==> src/rtl/snn_cfg_pkg.sv <==
// Shared definitions for the SNN configuration loader: FSM states, frame geometry,
// the reserved clear-command address and the network parameter register map.
// Latency: n/a (package). Backpressure: n/a.
package snn_cfg_pkg;

    typedef enum logic [1:0] {
        IDLE    = 2'd0,
        SHIFT   = 2'd1,
        DISCARD = 2'd2,
        COMMIT  = 2'd3
    } cfg_state_t;

    localparam int CFG_ADDR_W = 4;
    localparam int CFG_DATA_W = 8;
    localparam int FRAME_BITS = CFG_ADDR_W + CFG_DATA_W;

    // Address 15 never reaches the register file; it clears the sticky error flags.
    localparam logic [3:0] CLEAR_CMD_ADDR = 4'd15;

    // Network parameter register map.
    localparam logic [3:0] ADDR_THRESHOLD     = 4'd0;
    localparam logic [3:0] ADDR_LEAK_RATE     = 4'd1;
    localparam logic [3:0] ADDR_REFRAC_PERIOD = 4'd2;
    localparam logic [3:0] ADDR_L1_W0 = 4'd3,  ADDR_L1_W1 = 4'd4,  ADDR_L1_W2 = 4'd5;
    localparam logic [3:0] ADDR_L2_W0 = 4'd6,  ADDR_L2_W1 = 4'd7,  ADDR_L2_W2 = 4'd8;
    localparam logic [3:0] ADDR_L2_W3 = 4'd9,  ADDR_L2_W4 = 4'd10, ADDR_L2_W5 = 4'd11;
    localparam logic [3:0] ADDR_L2_W6 = 4'd12, ADDR_L2_W7 = 4'd13, ADDR_L2_W8 = 4'd14;

endpackage

==> src/rtl/snn_cfg_shift_rx.sv <==
// Bit-serial receiver datapath: shift register, bit counter and inter-bit timeout counter.
// Latency: one cycle per accepted bit; status outputs are combinational on register state.
// Backpressure: none; the parent FSM decides when a bit is accepted via i_shift.
// Ports: i_clk/i_rst_n (sync, active low); i_clear restarts count and timeout, i_shift
// accepts i_sdata, i_tmo_inc ages the gap counter; o_word is the received bits (MSB first),
// o_full flags a complete word, o_tmo_hit flags the gap reaching TIMEOUT_CYCLES this cycle.
module snn_cfg_shift_rx #(
    parameter int NBITS          = 12,
    parameter int TIMEOUT_CYCLES = 1023
) (
    input  logic             i_clk,
    input  logic             i_rst_n,
    input  logic             i_clear,
    input  logic             i_shift,
    input  logic             i_sdata,
    input  logic             i_tmo_inc,
    output logic [NBITS-1:0] o_word,
    output logic             o_full,
    output logic             o_tmo_hit
);
    localparam int CNT_W = $clog2(NBITS + 1);
    localparam int TMO_W = $clog2(TIMEOUT_CYCLES + 1);

    logic [NBITS-1:0] r_sreg;
    logic [CNT_W-1:0] r_cnt;
    logic [TMO_W-1:0] r_tmo;

    always_ff @(posedge i_clk) begin
        if (!i_rst_n) begin
            r_sreg <= '0;
            r_cnt  <= '0;
            r_tmo  <= '0;
        end else begin
            if (i_shift)
                r_sreg <= {r_sreg[NBITS-2:0], i_sdata};
            // A clear in the same cycle as a bit counts that bit as the first one.
            if (i_clear)
                r_cnt <= i_shift ? CNT_W'(1) : '0;
            else if (i_shift)
                r_cnt <= r_cnt + CNT_W'(1);
            if (i_clear || i_shift)
                r_tmo <= '0;
            else if (i_tmo_inc)
                r_tmo <= r_tmo + TMO_W'(1);
        end
    end

    assign o_word    = r_sreg;
    assign o_full    = (r_cnt == CNT_W'(NBITS));
    // Fires on the edge at which the gap would reach TIMEOUT_CYCLES.
    assign o_tmo_hit = i_tmo_inc && (r_tmo == TMO_W'(TIMEOUT_CYCLES - 1));

endmodule

==> src/rtl/snn_config_loader.sv <==
// Framed bit-serial to parallel config writer feeding the SNN parameter register file.
// Latency: frame sampled low at edge N -> cfg_we high from edge N+1 to N+2.
// Backpressure: none; busy reports an open/discarding/committing frame, excess bits flag err_long.
// Ports: clk, reset (sync, active low); frame/bit_valid/sdata serial input; cfg_addr/cfg_data/
// cfg_we write port; busy; sticky err_short/err_long/err_timeout; write_count (wraps).
// Option SNN_CFG_PARITY_EN: adds a trailing even-parity bit per frame and the err_parity port.
module snn_config_loader
    import snn_cfg_pkg::*;
#(
    parameter int ADDR_W         = CFG_ADDR_W,
    parameter int DATA_W         = CFG_DATA_W,
    parameter int TIMEOUT_CYCLES = 1023
) (
    input  logic              clk,
    input  logic              reset,
    input  logic              frame,
    input  logic              bit_valid,
    input  logic              sdata,
    output logic [ADDR_W-1:0] cfg_addr,
    output logic [DATA_W-1:0] cfg_data,
    output logic              cfg_we,
    output logic              busy,
    output logic              err_short,
    output logic              err_long,
    output logic              err_timeout,
    output logic [7:0]        write_count
`ifdef SNN_CFG_PARITY_EN
   ,output logic              err_parity
`endif
);
`ifdef SNN_CFG_PARITY_EN
    localparam int NBITS = ADDR_W + DATA_W + 1;
`else
    localparam int NBITS = ADDR_W + DATA_W;
`endif

    cfg_state_t        r_state;
    logic [NBITS-1:0]  w_word;
    logic              w_full;
    logic              w_tmo_hit;
    logic              w_clear;
    logic              w_shift;
    logic              w_tmo_inc;
    logic              w_par_ok;
    logic [ADDR_W-1:0] w_addr_f;
    logic [DATA_W-1:0] w_data_f;

    // Address field leads the frame, data follows; a parity bit, if present, is the LSB.
    assign w_addr_f = w_word[NBITS-1 -: ADDR_W];
    assign w_data_f = w_word[NBITS-ADDR_W-1 -: DATA_W];
`ifdef SNN_CFG_PARITY_EN
    assign w_par_ok = ~^w_word;
`else
    assign w_par_ok = 1'b1;
`endif

    // IDLE and COMMIT restart the receiver; only IDLE may capture a bit while restarting.
    always_comb begin
        w_clear   = 1'b0;
        w_shift   = 1'b0;
        w_tmo_inc = 1'b0;
        case (r_state)
            IDLE: begin
                w_clear = 1'b1;
                w_shift = frame && bit_valid;
            end
            SHIFT: begin
                if (frame) begin
                    if (bit_valid) w_shift   = !w_full;
                    else           w_tmo_inc = 1'b1;
                end
            end
            COMMIT:  w_clear = 1'b1;
            default: ;
        endcase
    end

    snn_cfg_shift_rx #(
        .NBITS          (NBITS),
        .TIMEOUT_CYCLES (TIMEOUT_CYCLES)
    ) u_rx (
        .i_clk     (clk),
        .i_rst_n   (reset),
        .i_clear   (w_clear),
        .i_shift   (w_shift),
        .i_sdata   (sdata),
        .i_tmo_inc (w_tmo_inc),
        .o_word    (w_word),
        .o_full    (w_full),
        .o_tmo_hit (w_tmo_hit)
    );

    always_ff @(posedge clk) begin
        if (!reset) begin
            r_state     <= IDLE;
            cfg_addr    <= '0;
            cfg_data    <= '0;
            cfg_we      <= 1'b0;
            busy        <= 1'b0;
            err_short   <= 1'b0;
            err_long    <= 1'b0;
            err_timeout <= 1'b0;
            write_count <= '0;
`ifdef SNN_CFG_PARITY_EN
            err_parity  <= 1'b0;
`endif
        end else begin
            cfg_we <= 1'b0;
            case (r_state)
                IDLE: begin
                    if (frame) begin
                        r_state <= SHIFT;
                        busy    <= 1'b1;
                    end
                end
                SHIFT: begin
                    if (!frame) begin
                        if (w_full) begin
                            r_state <= COMMIT;
                        end else begin
                            err_short <= 1'b1;
                            r_state   <= IDLE;
                            busy      <= 1'b0;
                        end
                    end else if (bit_valid) begin
                        if (w_full) begin
                            err_long <= 1'b1;
                            r_state  <= DISCARD;
                        end
                    end else if (w_tmo_hit) begin
                        err_timeout <= 1'b1;
                        r_state     <= DISCARD;
                    end
                end
                DISCARD: begin
                    if (!frame) begin
                        r_state <= IDLE;
                        busy    <= 1'b0;
                    end
                end
                COMMIT: begin
                    if (!w_par_ok) begin
`ifdef SNN_CFG_PARITY_EN
                        err_parity <= 1'b1;
`endif
                        r_state <= IDLE;
                        busy    <= 1'b0;
                    end else begin
                        if (w_addr_f == ADDR_W'(CLEAR_CMD_ADDR)) begin
                            err_short   <= 1'b0;
                            err_long    <= 1'b0;
                            err_timeout <= 1'b0;
`ifdef SNN_CFG_PARITY_EN
                            err_parity  <= 1'b0;
`endif
                        end else begin
                            cfg_addr    <= w_addr_f;
                            cfg_data    <= w_data_f;
                            cfg_we      <= 1'b1;
                            write_count <= write_count + 8'd1;
                        end
                        r_state <= frame ? SHIFT : IDLE;
                        busy    <= frame;
                    end
                end
                default: begin
                    r_state <= IDLE;
                    busy    <= 1'b0;
                end
            endcase
        end
    end

endmodule

==> config.mk <==
export PLATFORM = sky130hd
export DESIGN_NAME = snn_config_loader
export DESIGN_NICKNAME = d
export VERILOG_FILES = /design/src/rtl/snn_cfg_pkg.sv /design/src/rtl/snn_cfg_shift_rx.sv /design/src/rtl/snn_config_loader.sv
export SDC_FILE = /design/constraint.sdc
export NUM_CORES = 1
export LEC_CHECK = 0
export ABC_AREA = 1
export CAP_MARGIN = 20
export CORE_AREA = 5 5 74 76
export CTS_CLUSTER_SIZE = 8
export DETAILED_ROUTE_END_ITERATION = 8
export DIE_AREA = 0 0 79 81
export GPL_ROUTABILITY_DRIVEN = 0
export PLACE_DENSITY = 0.88
export SYNTH_ARGS = -nofsm -noshare
export SYNTH_HDL_FRONTEND = slang
export SYNTH_HIERARCHICAL = 1
export SYNTH_SLANG_ARGS = --single-unit
==> constraint.sdc <==
create_clock -name clk -period 2.05 [get_ports clk]
set_input_delay 0.41 -clock clk [delete_from_list [all_inputs] [get_ports clk]]
set_output_delay 0.41 -clock clk [all_outputs]
set_load 0.01 [all_outputs]
* Word level (Yosys, flattened, before mapping)
Cells that the tools add are included.
** Storage, ports and cells
- Register bits :: 53
** Operators by class
- $add $sub $neg :: 3
- Equality and inequality tests :: 18
- Muxes and demuxes :: 37
- Bitwise operators :: 2
- Reduce and logical (&&, ||, !) cells :: 16
** Operators with widths (count)
- 1-bit 2-to-1 mux :: 22
- 2-bit != test, second input constant :: 9
- 2-bit 2-to-1 mux :: 7
- 4-bit AND reduction :: 3
- 10-bit by 1-bit adder with 10-bit output, second input constant :: 1
- 10-bit == test, second input constant :: 1
- 5-bit AND reduction :: 2
- 8-bit by 1-bit adder with 8-bit output, second input constant :: 1
- 4-bit == test, second input constant :: 2
- 4-bit 2-to-1 mux :: 2
- 1-bit case mux with 2 select lines :: 4
- 2-bit case mux with 4 select lines :: 1
- 4-bit by 1-bit adder with 4-bit output, second input constant :: 1
- 2-bit == test, second input constant :: 2
- 4-bit by 3-bit != test with 1-bit output, second input constant :: 1
- 4-bit != test, second input constant :: 1
- 1-bit case mux with 4 select lines :: 1
- 2-bit AND reduction :: 2
- 2-bit nonzero test :: 2
- 2-bit OR reduction :: 2
- 2-bit by 1-bit == test with 1-bit output, second input constant :: 1
- 1-bit logical AND :: 2
- 2-bit logical NOT :: 1
- 2-bit by 1-bit != test with 1-bit output, second input constant :: 1
- other kinds (3) :: 4

* Logic depth before layout (Yosys ltp)
Gate-level depths: netlist of run 1.
- Word-level depth :: 8
- Gate-level depth with buffers :: 12
- Mapped depth without buffers :: 12

* By module
Netlist of run 1, hierarchy kept.
** By module, submodules not included
- snn_config_loader :: times used 1, cells each 197, area each 1385.1 sq um
- snn_cfg_shift_rx :: times used 1, cells each 152, area each 1146.1 sq um

* Least setup slack after synthesis of run 1
No wires, ideal clock.
- Path kind :: register to register
- From :: register r_state[1]
- To :: register err_timeout
- Library setup time :: 0.116 ns
- Data arrival time :: 1.679 ns
- Data required time :: 1.934 ns
- Slack :: 0.255 ns
- Stages on the path, launching flop included :: 13
- Clock period less this slack :: 1.795 ns
- Cells stage by stage :: dfxtp_1 > inv_1 > ha_1 > nand2_1 > nor2_2 > nand4_1 > nor4_1 > inv_1 > nand2_1 > and2_0 > nand3_1 > nand2_1 > a21oi_1
** Between the ends
- Word-level cells in the longest chain between the ends :: 5
** Ends and longest elaborated chain
- start: declaration :: line snn_config_loader.sv:37 : cfg_state_t r_state;
- start signal: assignment :: line snn_config_loader.sv:162 : r_state <= frame ? SHIFT : IDLE;
- 2-bit by 1-bit == test with 1-bit output :: line snn_config_loader.sv:62 : case (r_state)
- 1-bit 2-to-1 mux :: line snn_config_loader.sv:62
- net w_tmo_inc :: line snn_config_loader.sv:43 : logic w_tmo_inc;
- 1-bit logical AND :: line snn_cfg_shift_rx.sv:51 : assign o_tmo_hit = i_tmo_inc && (r_tmo == TMO_W'(TIMEOUT_CYCLES - 1));
- net w_tmo_hit :: line snn_config_loader.sv:40 : logic w_tmo_hit;
- 2-bit by 1-bit != test with 1-bit output (no line)
- 5-bit AND reduction (no line)
- end signal: assignment :: line snn_config_loader.sv:102 : err_timeout <= 1'b0;
- end signal: assignment :: line snn_config_loader.sv:131 : err_timeout <= 1'b1;
- end signal: assignment :: line snn_config_loader.sv:152 : err_timeout <= 1'b0;
- end: declaration :: line snn_config_loader.sv:25 : output logic err_timeout,
The timed path passes the listed nets, and every way through them passes these cells.
A chain may end at the register's enable or synchronous reset.

* Worst setup path in the final report of run 1
- From :: register u_rx.r_cnt[0]
- To :: register u_rx.r_cnt[1]
** Between the ends
- Word-level cells in the longest chain between the ends :: 6
** Ends and longest elaborated chain
- start: declaration :: line snn_cfg_shift_rx.sv:25 : logic [CNT_W-1:0] r_cnt;
- start signal: assignment :: line snn_cfg_shift_rx.sv:38 : r_cnt <= i_shift ? CNT_W'(1) : '0;
- start signal: assignment :: line snn_cfg_shift_rx.sv:40 : r_cnt <= r_cnt + CNT_W'(1);
- 4-bit == test :: line snn_cfg_shift_rx.sv:49 : assign o_full = (r_cnt == CNT_W'(NBITS));
- net w_full :: line snn_config_loader.sv:39 : logic w_full;
- 1-bit logical NOT :: line snn_config_loader.sv:69 : if (bit_valid) w_shift = !w_full;
- 1-bit 2-to-1 mux :: line snn_config_loader.sv:69
- 1-bit 2-to-1 mux :: line snn_config_loader.sv:68 : if (frame) begin
- 1-bit case mux with 2 select lines :: line snn_config_loader.sv:62
- net w_shift :: line snn_config_loader.sv:42 : logic w_shift;
- 2-bit nonzero test (no line)
The timed path passes the listed nets, and every way through them passes these cells. The select of a mux whose other input is x is not followed.

==> results of run 1 <==
-- metrics by stage --
step	worst slack [ns]	util (%)	power (mW)
global placement	0.146	61.7	1.71
CTS	0.141	63.7	2.34
finish	0.159	63.8	2.33
global route	0.00813	63.8	2.47
detailed placement	0.0352	61.7	1.74
floorplan	0.255	-	1.55
-- flip-flops by register name, indices dropped and copies added (netlist names) --
| register | flops |
|---|---|
| u_rx/o_word | 12 |
| err_long | 1 |
| cfg_we | 1 |
| u_rx/r_cnt | 4 |
| busy | 1 |
| write_count | 8 |
| cfg_data | 8 |
| cfg_addr | 4 |
| err_timeout | 1 |
| r_state | 2 |
| err_short | 1 |
| u_rx/r_tmo | 10 |
-- logic make-up after synthesis --
family / Yosys count / share of synthesized area [%]
adders and majority gates: 11 / 5.44
and+or+nand+nor: 178 / 31.0
DFF: 53 / 41.9
buffers and inverters: 50 / 9.05
xor gates and xnor gates: 2 / 0.692
AOI/OAI and AO/OA: 55 / 11.9
-- layout by cell type (no fill, tap or decap) --
| master | n |
|---|---|
| clkinv_4 | 1 |
| a21boi_0 | 1 |
| nor2_8 | 1 |
| clkdlybuf4s50_1 | 29 |
| o211ai_1 | 2 |
| nand2_2 | 2 |
| clkbuf_8 | 5 |
| a211oi_1 | 1 |
| o21ai_4 | 1 |
| nand2_1 | 60 |
| nand4_1 | 7 |
| nor2_4 | 3 |
| dfxtp_1 | 53 |
| nor2_2 | 6 |
| a21oi_1 | 16 |
| nor2_1 | 80 |
| nor3_1 | 2 |
| ha_1 | 11 |
| a21oi_2 | 1 |
| inv_6 | 1 |
| and2_0 | 1 |
| nor4_1 | 1 |
| inv_2 | 6 |
| inv_1 | 34 |
| o21ai_0 | 33 |
| buf_4 | 8 |
| xor2_1 | 2 |
| nand3_2 | 3 |
| clkinvlp_4 | 2 |
| nand3_1 | 12 |
-- critical path, cell delays in order (launching register included) --
cell	delay [ns]
dfxtp_1	0.39
inv_1	0.07
ha_1	0.19
nand2_1	0.06
nor2_1	0.06
inv_1	0.09
nand2_1	0.05
a21oi_1	0.14
buf_4	0.21
clkinvlp_4	0.23
a211oi_1	0.28
-- power by group through the flow --
stage	registers (mW)	clock network (mW)	logic, mW
2_1_floorplan	1.20	0	0.348
3_3_place_gp	1.19	0	0.520
3_5_place_dp	1.20	0	0.541
4_1_cts	1.17	0.624	0.548
5_1_grt	1.18	0.671	0.611
6_report	1.17	0.613	0.548
-- timing repair --
action                     4_1_cts  5_1_grt
buffers inserted                 0        0
hold buffers                     0        0
resized for setup                0        1
setup endpoints to repair        0        1
-- final timing paths --
kind	end	cells after the start	slack [ns]
setup / recovery	u_rx/r_cnt[1]$_SDFFE_PN0P_	10	0.16
hold / removal	cfg_addr[0]$_SDFFE_PN0N_	2	0.48
setup reg to reg	u_rx/r_cnt[1]$_SDFFE_PN0P_	10	0.16
hold reg to reg	cfg_addr[0]$_SDFFE_PN0N_	2	0.48
-- layout make-up --
cell class | count | share of cell area (%)
Multi-Input combinational cell | 246 | 41.8
Clock inverter | 3 | 0.842
Sequential cell | 53 | 35.7
Clock buffer | 5 | 2.32
Inverter | 41 | 5.31
Tap cell | 54 | 2.27
Timing Repair Buffer | 37 | 11.8
-- routing by layer --
| layer | up-vias | track usage (%) | share of wire [%] |
|---|---|---|---|
| met4 | 0 | 6.36 | 1.6 |
| met3 | 7 | 4.55 | 4.8 |
| li1 | 1177 | - | - |
| met1 | 1049 | 20.1 | 43 |
| met2 | 44 | 33.0 | 50 |
| met5 | - | 0 | 0 |
==> metrics, run 1 <==
status=completed; grt ovf=0; final worst-path cycle share=between 90% and 100%; Post-synth top cells=nor2_1, nand2_1, dfxtp_1, inv_1, o21ai_0; FFs w/ async S/R, synth=0%; worst hold path class=flop to flop; slew margin rel.=roughly four fifths; Top FF cell, synth=dfxtp_1; PwrDens=roughly 790 nW/um^2; Slew Viols, Final=0; post-synth top area cell=dfxtp_1; Final setup viols=0; Finished Cell Area=a little under 3000 um^2; die area=around 6400 um^2; FILL cells=approximately 400; switch share=between 30 and 40%; Avg Synthesized Cell Area=7.25 um^2; Leak Pwr=around 1.2 nW; nets@finish=400; post-synthesis instance area=about 2500 um^2; sequential cell area=~1100 um^2; Max clock buf depth=2; critical path capture point type=flop; Worst EP required=around 2.3 ns; Fmax achieved=0.529 GHz; clock power share=a little over a quarter; Net Count, Synth=365; Crit Path Category=flop to flop; Worst Max-Slew Pin Slew=approximately 0.3 ns; detailed placement HPWL=~4100 um; count of different cell masters after synthesis=30; Seq/Total Area, Yosys=approximately two fifths; I/O Buffers=29; net switching power=approximately 0.75 mW; number of global-route vias before repair=slightly above 2000; Cells after Synth=about 350; placed cells=~430; Placed Area=between 2000 and 3000 um^2; WP data arrival=approximately 2.1 ns; top cell type's share of synthesized area=41.9%; Pre-antenna DRT Iters=4; clock latency on the worst-skew pair=roughly 0.32 ns; Core Region=4660 um^2; Die Y=81 um; Yosys reg bits=53; min-delay src=cfg_addr[0]$_SDFFE_PN0N_; fin cells=~440; WL per Instance=12.4 um; 1st-iter DRT viols=141; part of the power in registers=50.3%; max cap viols=0; final hold vios=0; post-route ant nets=0; Ys Warns=6; diodes inserted=0; total CTS buffers=5; Final min period=roughly 1.9 ns; largest net degree at the start of global routing=37; Pint=about 1.6 mW; Startpoint Class=flop; via count=2277; skew final=a little over 0.01 ns; Post-synth EDFFs=0; final wirelength=5440 um; Cell Rows=25; most common cell in the netlist=nor2_1; RSZ-0062 raised after global routing=false; Die W=a little under 80 um; Ports=30; hold slack=between 0.4 and 0.5 ns; Logic pwr share=a little under a quarter; peak supply drop=roughly 450 uV; setup TNS=0 ns; Root Buffer=clkbuf_8; synth-to-layout area growth=17.4%; CP Max Fanout=14; CP startpoint=u_rx/r_cnt[0]$_SDFFE_PN0P_; Vias/cell=roughly 5.2; Starting Density=between 50 and 60%; FF-to-FF Start=u_rx/r_cnt[0]$_SDFFE_PN0P_; initial antenna violation count=0; TritonCTS Sinks=53; multi-input logic area=about 1200 um^2; first-pass GRT wire length=9050 um; CTS tree=done; layout cell share with drive strength beyond 1=roughly a tenth; clk slew on worst S/H paths=0.11 ns; GRT Resource Usage Total=17.9%; CTS H-tree lvls=2; number of remaining DRC errors=0; ranking of synthesized cells by area=dfxtp_1, nor2_1, nand2_1
Note: power is estimated with default switching activity, not from simulation.
==> inputs of run 2 (changes only) <==
Settings changed: CORE_AREA 5 5 74 76 to 5 5 58 98, DIE_AREA 0 0 79 81 to 0 0 63 103, PLACE_DENSITY 0.88 to 0.87, SLEW_MARGIN from default to 20.
==> run 2 against run 1 <==
  * Hold slack worse by 0.0064 ns
  * Cell count is 0.68% lower
  * Total power is 1.2% lower
==> metrics, run 2 (same netlist as run 1, synthesis figures left out) <==
diodes inserted=0 (unchanged); Pint=1.58 mW (was 1.59 mW); Post-CTS Setup Inserts=0 (unchanged); crit-path cells=inv_1 > ha_2 > nand2_1 > nor2_2 > nand4_1 > nor4_1 > inv_1 > nand2_1 > and2_0 > nand3_1 > nand2_1 > a21oi_1 (was inv_1 > ha_1 > nand2_1 > nor2_1 > inv_1 > nand2_1 > a21oi_1 > buf_4 > clkinvlp_4 > a211oi_1); final hold vios=0 (unchanged); critical path's most frequent cell=nand2_1; FILL cells=430 (was 397); nets@finish=397 (was 400); status=completed (unchanged); Core Region=4890 um^2 (was 4660 um^2); clock power share=26.6% (was 26.3%); clk slew on worst S/H paths=0.10 ns (was 0.11 ns); final wirelength=5150 um (was 5440 um); setup TNS=0 ns (unchanged); Crit Path Category=flop to flop (unchanged); worst path buffer plus inverter count=2 (was 4); CTS resizes=0 (unchanged); GRT Resource Usage Total=17.3% (was 17.9%); net switching power=0.729 mW (was 0.747 mW); CTS tree=done (unchanged); most frequent cells in the layout=nor2_1, nand2_1, dfxtp_1 (unchanged); Starting Density=51.7% (was 54.3%); initial antenna violation count=0 (unchanged); Root Buffer=clkbuf_8 (unchanged); via count=2282 (was 2277); Slew Viols, Final=0 (unchanged); CTS H-tree lvls=2 (unchanged); I/O Buffers=29 (unchanged); WL per Instance=11.8 um (was 12.4 um); die area=6490 um^2 (was 6400 um^2); Final setup viols=0 (unchanged); layout cell share with drive strength beyond 1=9.69% (was 10.4%); final worst-path cycle share=93.1% (was 92.2%); max cap viols=0 (unchanged); Final min period=1.91 ns (was 1.89 ns); slew margin rel.=72.0% (was 79.7%); 1st-iter DRT viols=53 (was 141); max FFs per register=12 (unchanged); post-route ant nets=0 (unchanged); TritonCTS Sinks=53 (unchanged); WP data arrival=2.11 ns (about the same); skew final=0.0114 ns (was 0.0103 ns); clock latency on the worst-skew pair=0.31 ns (was 0.32 ns); CP Max Fanout=7 (was 14); Worst Max-Slew Pin Slew=0.419 ns (was 0.305 ns); Crit path max-delay family=simple AND/OR/NAND/NOR gates (was buffers and inverters); largest net degree at the start of global routing=37 (unchanged); cts hold-fix bufs=0 (unchanged); Startpoint Class=flop (unchanged); Ports=30 (unchanged); Fmax achieved=0.524 GHz (was 0.529 GHz); Final Core Density=60.3% (was 63.8%); Max clock buf depth=2 (unchanged); switch share=31.6% (was 32.0%); most common cell after layout, fill and taps aside=nor2_1 (unchanged); Cell Rows=34 (was 25); Leak Pwr=1.19 nW (was 1.20 nW); Worst EP required=2.25 ns (was 2.27 ns); PwrDens=782 nW/um^2 (was 785 nW/um^2); Pre-antenna DRT Iters=4 (unchanged); RSZ-0062 raised after global routing=false (unchanged); peak supply drop=666 uV (was 447 uV); Die W=63 um (was 79 um); Die Y=103 um (was 81 um); synth-to-layout area growth=16.5% (was 17.4%); first-pass GRT wire length=9190 um (was 9050 um); number of remaining DRC errors=0 (unchanged); Slowest cell on crit path=dfxtp_1 (unchanged); part of the power in registers=50.7% (was 50.3%); worst hold path class=flop to flop (unchanged); Vias/cell=5.23 (was 5.19); total CTS buffers=5 (unchanged); critical path capture point type=flop (unchanged); number of global-route vias before repair=2202 (was 2063); CP max stage delay=0.34 ns (was 0.39 ns); detailed placement HPWL=3910 um (was 4070 um); Logic pwr share=22.7% (was 23.5%); grt ovf=0 (unchanged)
[run 2: stage by stage]
stage               power, mW  instances  area, um^2  hold WS, ns  worst slack, ns
detailed placement       1.72        428        2850        0.457           0.0342
global route             2.45        436        2950        0.496          0.00727
CTS                      2.32        436        2950        0.482            0.178
floorplan                1.55        349        2530        0.458            0.255
finish                   2.31        436        2950        0.476            0.142
global placement         1.69        428        2850        0.448            0.127
[run 2: tightest hold or removal path: cells and delay by family, from the launching register on]
| family | cells | cell delay (ns) |
|---|---|---|
| flip-flops | 1 | 0.34 |
| buffers and inverters | 1 | 0.06 |
| AO/OA/AOI/OAI | 1 | 0.05 |
[run 2: power groups by stage]
stage	Clock [mW]	Sequential (mW)	Combinational, mW
global placement	0	1.19	0.505
finish	0.614	1.17	0.523
global route	0.670	1.18	0.601
detailed placement	0	1.19	0.524
CTS	0.628	1.17	0.526
floorplan	0	1.20	0.348
[run 2: layout make-up]
class / count / area (um^2) / area share [%]
clock buffers: 5 / 68.8 / 2.33
multi-input cells: 246 / 1240 / 42.2
inverters: 41 / 154 / 5.22
repair buffers: 34 / 328 / 11.1
well taps: 54 / 67.6 / 2.29
flip-flops and latches: 53 / 1060 / 36.0
clock inverters: 3 / 25.0 / 0.849
[run 2: per-layer routing]
layer,vias to the layer above,wire length [um],GRT usage [%]
li1,1163,-,-
met2,52,2800,32.0
met3,18,204,3.60
met1,1049,1960,18.0
met4,0,188,9.15
met5,-,0,0
[run 2: worst paths after layout]
check,from,to,slack [ns],cells past startpoint
max,r_state[1]$_SDFFE_PN0P_,err_timeout$_SDFFE_PN0P_,0.14,12
min,err_short$_SDFFE_PN0P_,err_short$_SDFFE_PN0P_,0.48,2
max reg2reg,r_state[1]$_SDFFE_PN0P_,err_timeout$_SDFFE_PN0P_,0.14,12
min reg2reg,err_short$_SDFFE_PN0P_,err_short$_SDFFE_PN0P_,0.48,2
